`src/rtl/ppu_nmi_generator.sv`:
```
// ppu_nmi_generator
//   Tracks the PPU dot/scanline position and frame parity, maintains the
//   PPUSTATUS vblank flag and drives the registered active-low NMI request
//   that feeds the CPU's falling-edge NMI detector.
//
// Ports
//   clk                system clock, rising edge
//   rst_n              synchronous active-low reset
//   dot_en             one-clk pixel-clock enable; position advances when high
//   nmi_enable         PPUCTRL bit 7 (level)
//   rendering_enabled  PPUMASK bg/sprite enable (level); used only for odd-frame skip
//   status_read        one-clk pulse, CPU read of $2002
//   nmi_n              registered NMI request, active low
//   vblank_flag        PPUSTATUS bit 7
//   scanline, dot      current position (9-bit)
//   frame_odd          toggles at every frame wrap
//
// Build option
//   PPU_ODD_FRAME_SKIP_EN  when defined, odd frames with rendering enabled
//                          skip the final dot of the pre-render line.
//
// Position    | meaning
//   (VBL,0->1)  | vblank flag set (unless a status read races it)
//   (PRE,0->1)  | vblank flag cleared
//   (LAST,LAST) | frame wrap to (0,0), frame_odd toggles

module ppu_nmi_generator #(
  parameter int DOTS_PER_LINE   = 341,
  parameter int LINES_PER_FRAME = 262,
  parameter int VBLANK_LINE     = 241,
  parameter int PRERENDER_LINE  = 261
) (
  input  logic       clk,
  input  logic       rst_n,
  input  logic       dot_en,
  input  logic       nmi_enable,
  input  logic       rendering_enabled,
  input  logic       status_read,
  output logic       nmi_n,
  output logic       vblank_flag,
  output logic [8:0] scanline,
  output logic [8:0] dot,
  output logic       frame_odd
);

  localparam logic [8:0] DOT_LAST  = 9'(DOTS_PER_LINE - 1);
  localparam logic [8:0] LINE_LAST = 9'(LINES_PER_FRAME - 1);
  localparam logic [8:0] VBL_LINE  = 9'(VBLANK_LINE);
  localparam logic [8:0] PRE_LINE  = 9'(PRERENDER_LINE);

  logic [8:0] dot_nxt;
  logic [8:0] line_nxt;
  logic       odd_nxt;
  logic       flag_nxt;
  logic       skip_dot;
  logic       set_evt;
  logic       clr_evt;

`ifdef PPU_ODD_FRAME_SKIP_EN
  // Odd frame with rendering on: the pre-render line ends one dot early.
  assign skip_dot = frame_odd & rendering_enabled &
                    (scanline == PRE_LINE) & (dot == DOT_LAST - 9'd1);
`else
  logic unused_rendering;
  assign unused_rendering = rendering_enabled;
  assign skip_dot = 1'b0;
`endif

  // Both events fire on the edge that leaves dot 0 of their line.
  assign set_evt = dot_en & (scanline == VBL_LINE) & (dot == 9'd0);
  assign clr_evt = status_read | (dot_en & (scanline == PRE_LINE) & (dot == 9'd0));

  always_comb begin
    dot_nxt  = dot;
    line_nxt = scanline;
    odd_nxt  = frame_odd;
    if (dot_en) begin
      if (skip_dot) begin
        dot_nxt  = 9'd0;
        line_nxt = 9'd0;
        odd_nxt  = ~frame_odd;
      end else if (dot == DOT_LAST) begin
        dot_nxt = 9'd0;
        if (scanline == LINE_LAST) begin
          line_nxt = 9'd0;
          odd_nxt  = ~frame_odd;
        end else begin
          line_nxt = scanline + 9'd1;
        end
      end else begin
        dot_nxt = dot + 9'd1;
      end
    end
  end

  // Clear beats set, so a status read on the set edge suppresses the
  // whole vblank for this frame.
  always_comb begin
    flag_nxt = vblank_flag;
    if (clr_evt)      flag_nxt = 1'b0;
    else if (set_evt) flag_nxt = 1'b1;
  end

  always_ff @(posedge clk) begin
    if (!rst_n) begin
      dot         <= 9'd0;
      scanline    <= 9'd0;
      frame_odd   <= 1'b0;
      vblank_flag <= 1'b0;
      nmi_n       <= 1'b1;
    end else begin
      dot         <= dot_nxt;
      scanline    <= line_nxt;
      frame_odd   <= odd_nxt;
      vblank_flag <= flag_nxt;
      // Built from the next flag value so nmi_n moves on the same edge.
      nmi_n       <= ~(flag_nxt & nmi_enable);
    end
  end

endmodule

```
`config.mk`:
```
export PLATFORM = sky130hd
export DESIGN_NAME = ppu_nmi_generator
export DESIGN_NICKNAME = d
export VERILOG_FILES = /design/src/rtl/ppu_nmi_generator.sv
export SDC_FILE = /design/constraint.sdc
export NUM_CORES = 1
export LEC_CHECK = 0
export CELL_PAD_IN_SITES_DETAIL_PLACEMENT = 2
export CELL_PAD_IN_SITES_GLOBAL_PLACEMENT = 2
export CORE_ASPECT_RATIO = 0.6
export CORE_UTILIZATION = 29
export CTS_CLUSTER_DIAMETER = 120
export DETAILED_ROUTE_END_ITERATION = 12
export GPL_TIMING_DRIVEN = 0
export PLACE_DENSITY = 0.82
export SYNTH_ARGS = -nofsm -noshare
export SYNTH_HDL_FRONTEND = slang
export SYNTH_SLANG_ARGS = --single-unit
export TNS_END_PERCENT = 30
```
`constraint.sdc`:
```
create_clock -name clk -period 3.55 [get_ports clk]
set_input_delay 0.5325 -clock clk [delete_from_list [all_inputs] [get_ports clk]]
set_output_delay 0.5325 -clock clk [all_outputs]
set_load 0.01 [all_outputs]
```
==> impl_results.md <==
* Crit-path cells: clkdlybuf4s50_1
* Final #Nets at 164
* Vias in the first global route at 1,061
* Seq/Total Area, Yosys at 0.397
* Max Cap Viol at 0
* FF+latch count, synth at 21
* Post-Syn Area per Cell at 8.41 um^2
* WL/cell at 17.1 um
* Setup violations, final at 0
* GRT overflow at 0
* Core area at 3360 um^2
* Final WS setup at 1.64 ns
* CTS clk-pin slew, worst paths at 0.08 ns
* RSZ-0062 raised after global routing: no
* Worst-case clock buffer depth at 2
* Resized Gates After CTS at 0
* Crit path kind: reg -> out
* Largest net degree at the start of global routing at 12
* Post-CTS setup buffer count at 0
* Ant diodes at 0
* Skew-Pair Late Insertion Delay at 0.26 ns
* CTS H-tree lvls at 1
* Num CTS Buffers at 3
* DP Wirelength at 2.51 mm
* Leakage at 0.000449 uW
* Initial antenna violation count at 0
* Initial DRC count at 96
* Final critical-path share of the clock period at 0.538
* Crit path time final at 1.91 ns
* Placer Congestion at 0.790
* Initial Util at 0.315
* Arrival @ worst endpoint at 1.38 ns
* CP max stage cell: clkdlybuf4s50_1
* Vias per Instance at 5.26
* Final-report hold violation count at 0
* WL final at 3.38 mm
* Clock Sinks at 21
* Buffer and inverter count on the worst path at 1
* Slew HR at 0.697
* Commonest non-fill, non-tap cell in the layout: clkdlybuf4s50_1
* DR pass1 iterations at 4
* Area growth syn-to-layout at 31.3%
* Startpoint types: register
* Max Fclk at 524 MHz
* Worst Hold Launch: frame_odd
* Hold slack at 0.495 ns
* WP data required at 3.02 ns
* Status: finished clean
* Critical Path Source: dot[2]
* Share of layout cells above drive strength 1 at 0.0523
* Hold buffer count at cts at 0
* First-pass GRT wire length at 5.72 mm
* Synthesized net count at 136
* Total GRT Usage at 0.193
* Fin. max-slew vios at 0
* Full die area at 3910 um^2
* I/O pins at 27
* R2R Path Start: scanline[0]
* DRC errors left at 0
* Via Count at 1,042
* Crit end category: output port
* Port bufs at 23
* Clock Skews at 0.00717 ns
* Synth warn at 0
* # rows at 16
* TNS Setup at 0 ns
* Worst slack, placed at 1.68 ns
* Worst-Margin Slew at 0.455 ns
* Synth Flop Type: dfxtp_1
* Post-synthesis cell area at 1060 um^2
* Hold crit path type: reg -> reg
* Cell variety after synth at 30
* Async SR Flop Fraction at 0
* CTS root buffer: clkbuf_8
* Die H at 48.8 um
* Power density over the cells at 310 nW/um^2
* Worst VDD drop at 0.144 mV
* Post-synth EDFFs at 0
* Cells after Synth at 126
* Final antenna-violating net count at 0
* CTS tree: yes
* Top Family by Delay on Critical Path: buffers and inverters
* Commonest cells after routing, fill and taps aside: clkdlybuf4s50_1 (23), dfxtp_1 (21), nand2_1 (15)
* Worst Path Max Fanout at 7
* CP peak stage delay at 0.61 ns
* Die Wd at 80.0 um
cells in the mapped netlist (all sizes together) (3+ instances only):
library cell	count	share of area
a21oi	10	0.047
nand2	15	0.053
nand4	4	0.038
o32ai	3	0.025
xor2	3	0.025
nor2	14	0.050
nand2b	4	0.024
or3	3	0.018
dfxtp	21	0.40
o21ai	3	0.014
inv	5	0.018
ha	4	0.047
and4	3	0.025
or4	3	0.021
nand3	6	0.028
xnor2	5	0.041
buf	3	0.014
final cells by class:
type	instances	area [um^2]
buffer	4	18.8
clock buffer	4	45.0
fill	387	1970
inverter	5	18.8
multi-input combinational	96	602
sequential	21	420
tap	45	56.3
timing repair buffer	23	230
routing by layer:
metal,share of wire,up-vias,GRT usage,wire [um]
li1,-,504,-,-
met1,0.53,520,0.293,1810
met2,0.44,15,0.283,1470
met3,0.025,3,0.0393,83
met4,0.0050,0,0.0357,17
met5,0,-,0,0
where the power goes:
group	total (uW)	switching [uW]	leakage (uW)	internal [uW]
Combinational	30.4	17.0	0.000257	13.4
Sequential	242	3.86	0.000170	238
Clock	159	78.8	0.0000228	80.1
Total	431	99.7	0.000449	331
flip-flops by register name, summed over array words and instances, names as in the netlist:
name and cells:
dot 9, frame_odd 1, nmi_n 1, scanline 9
vblank_flag 1
final timing paths:
kind | to | slack (ns) | cells past startpoint
max | dot[2] | 1.64 | 1
min | frame_odd | 0.49 | 2
max reg2reg | frame_odd | 1.69 | 6
min reg2reg | frame_odd | 0.49 | 2
per-stage QoR:
stage / utilization / area [um^2] / instances / total power [uW]
2_1_floorplan: - / 1060 / 126 / 264
3_3_place_gp: 0.400 / 1350 / 194 / 276
3_5_place_dp: 0.400 / 1350 / 194 / 278
4_1_cts: 0.414 / 1390 / 198 / 440
5_1_grt: 0.414 / 1390 / 198 / 450
6_report: 0.414 / 1390 / 198 / 431
kinds of logic (layout without fill, tap and decap cells):
group           after synthesis  after routing  share of synthesized area
compound gates               19             19                      0.105
xor+xnor                      8              8                     0.0661
fa+ha+maj                     4              4                     0.0472
buf+inv                       9             36                     0.0354
flops                        21             21                      0.397
mux                           1              1                    0.00945
simple gates                 64             64                      0.340
Power figures use the tool's default switching activity.
==> patch, RTL diff (same settings) <==
Build with the macro `PPU_ODD_FRAME_SKIP_EN` defined.
--- a/src/rtl/ppu_nmi_generator.sv
+++ b/src/rtl/ppu_nmi_generator.sv
@@ -23,6 +23,8 @@
 //   (VBL,0->1)  | vblank flag set (unless a status read races it)
 //   (PRE,0->1)  | vblank flag cleared
 //   (LAST,LAST) | frame wrap to (0,0), frame_odd toggles
+
+`define PPU_ODD_FRAME_SKIP_EN
 
 module ppu_nmi_generator #(
   parameter int DOTS_PER_LINE   = 341,
Check against the original RTL: no difference found for any inputs over 10 cycles, from zero or initial values and one cycle with rst_n low; that may be too few to reach the edited logic, so the function may still have changed.
==> patch against the original RTL <==
Via count rose by 7.0%. Global-route usage fell by 0.48 points. Cell count rose by 3.5%. Routed wire length rose by 10%. Hold slack improved by 0.0099 ns. Maximum frequency fell by 6.7%. Sequential cell count did not move. Setup slack got worse by 0.14 ns. Area after synthesis rose by 9.8%. Cell area rose by 9.2%. Largest cell class unchanged. Critical endpoint is now scanline[0].
Power is not compared: it rests on default switching activity, and its combinational part moved more than twofold at a synthesized area within 25%.
==> patch: results (changes against the original RTL) <==
Num CTS Buffers=3 (unchanged); met3 wire length=128 microns (was 83 microns); post-synthesis adder-cell area fraction=4.30% (was 4.72%); share of cells above drive strength 1=8.23% (was 5.23%); cell count after synthesis=129 (was 126); H-tree depth reported by CTS=1 (unchanged); post-synthesis sequential area ratio=36.1% (was 39.7%); syn nets=139 (was 136); Critical Path Start=dot[0] (was dot[2]); WHS=0.505 ns (was 0.495 ns); nets@finish=169 (was 164); Peak VDD IR=roughly 0.24 mV; compound-gate portion of the synthesized area=11.8% (was 10.5%); Area contributors post-synth=dfxtp_1 (36%), mux2i_1 (5.2%), nand2_1 (4.8%) (was dfxtp_1 (40%), nand2_1 (5.3%), nor2_1 (5.0%)); Worst Path Arrival=2.20 ns (was 1.38 ns); Post-CTS Setup Bufs=0 (unchanged); Post-synth top cells=dfxtp_1 (21), nand2_1 (15), nor2_1 (13) (was dfxtp_1 (21), nand2_1 (15), nor2_1 (14)); routed wl met2=1680 microns (was 1470 microns); biggest registers after layout=dot x9, scanline x9 (unchanged); mux contribution to synthesized area=5.16% (was 0.945%); post-synthesis xor/xnor area fraction=6.02% (was 6.61%); r2r setup slk=1.50 ns (was 1.69 ns); placed cell count=201 (was 194); fmax=489 MHz (was 524 MHz); cts repair resizes=0 (unchanged); Async SR Flop Fraction=0% (unchanged); all-layer global routing usage=18.8% (was 19.3%); worst-margin pin slew=0.546 ns (was 0.455 ns); Global Route met1 Usage=25.7% (was 29.3%); PortBufs=25 (was 23); DP Worst Slack=1.29 ns (was 1.68 ns); met3 Usage GRT=5.01% (was 3.93%); largest family of logic cells by synthesized area=simple AND/OR/NAND/NOR gates (unchanged); Netlist cell types=41 (was 30); Min-Delay Startpoint=frame_odd (unchanged); GP Congestion=0.811 (was 0.790); Clk Latency, worst-skew pair=between 0.2 and 0.3 ns; first-pass GRT wire length=6110 microns (was 5720 microns); WL/cell=18.2 microns (was 17.1 microns); Met1 Wirelength=1870 microns (was 1810 microns); met2 usage=29.5% (was 28.3%); DP Area=1470 sq um (was 1350 sq um); crit-path max FO=10 (was 7); WS Path Type=flip-flop to flip-flop (was flip-flop to output pin); run status=completed (unchanged); Diodes inserted=0 (unchanged); Post-DP HPWL=2800 microns (was 2510 microns); DRT Pass-1 Iters=4 (unchanged); non-filler cells in the finished layout=205 (was 198); number of global-route vias before repair=1169 (was 1061); yosys warns=0 (unchanged); clk_skew=0.00206 ns (was 0.00717 ns); Worst R2R Path Depth=6 (unchanged); Max Used Layer=met4 (unchanged); clk slew on worst S/H paths=0.08 ns (about the same); largest net degree at the start of global routing=13 (was 12); DR vias/cell=5.44 (was 5.26); Overflow after GRT=0 (unchanged); reg2reg end=scanline[0] (was frame_odd); Iter 0 DRT Violations=61 (was 96)
## patch: cell count changes after synthesis, moves of 3 or more
cell,delta
a211oi_1,+4
and4_1,-3
a21oi_1,-8
mux2i_1,+5
or4_1,-3
nand3b_1,+4
o21ai_0,-3
## patch: worst max-delay path, cell delays in order, from the launching register on
cell     delay (ns)
dfxtp_1        0.45
ha_1           0.28
and3_1         0.22
nand4_2        0.30
a22oi_1        0.28
buf_2          0.29
mux2i_1        0.10
## patch: layout make-up
class | instances | area, sq um
inverter | 3 | 11.3
multi-input combinational | 100 | 703
clock buffer | 3 | 41.3
sequential | 21 | 420
fill | 424 | 2220
tap | 47 | 58.8
clock inverter | 1 | 5.00
timing repair buffer | 25 | 250
buffer | 5 | 28.8
## patch: power by group through the flow
stage                     Sequential (mW)  Combinational, mW  Clock [mW]
final                               0.272              0.166       0.166
after global routing                0.276              0.181       0.182
after CTS                           0.273              0.166       0.169
after detailed placement            0.278              0.164           0
after global placement              0.275              0.151           0
after floorplan                     0.281             0.0844           0
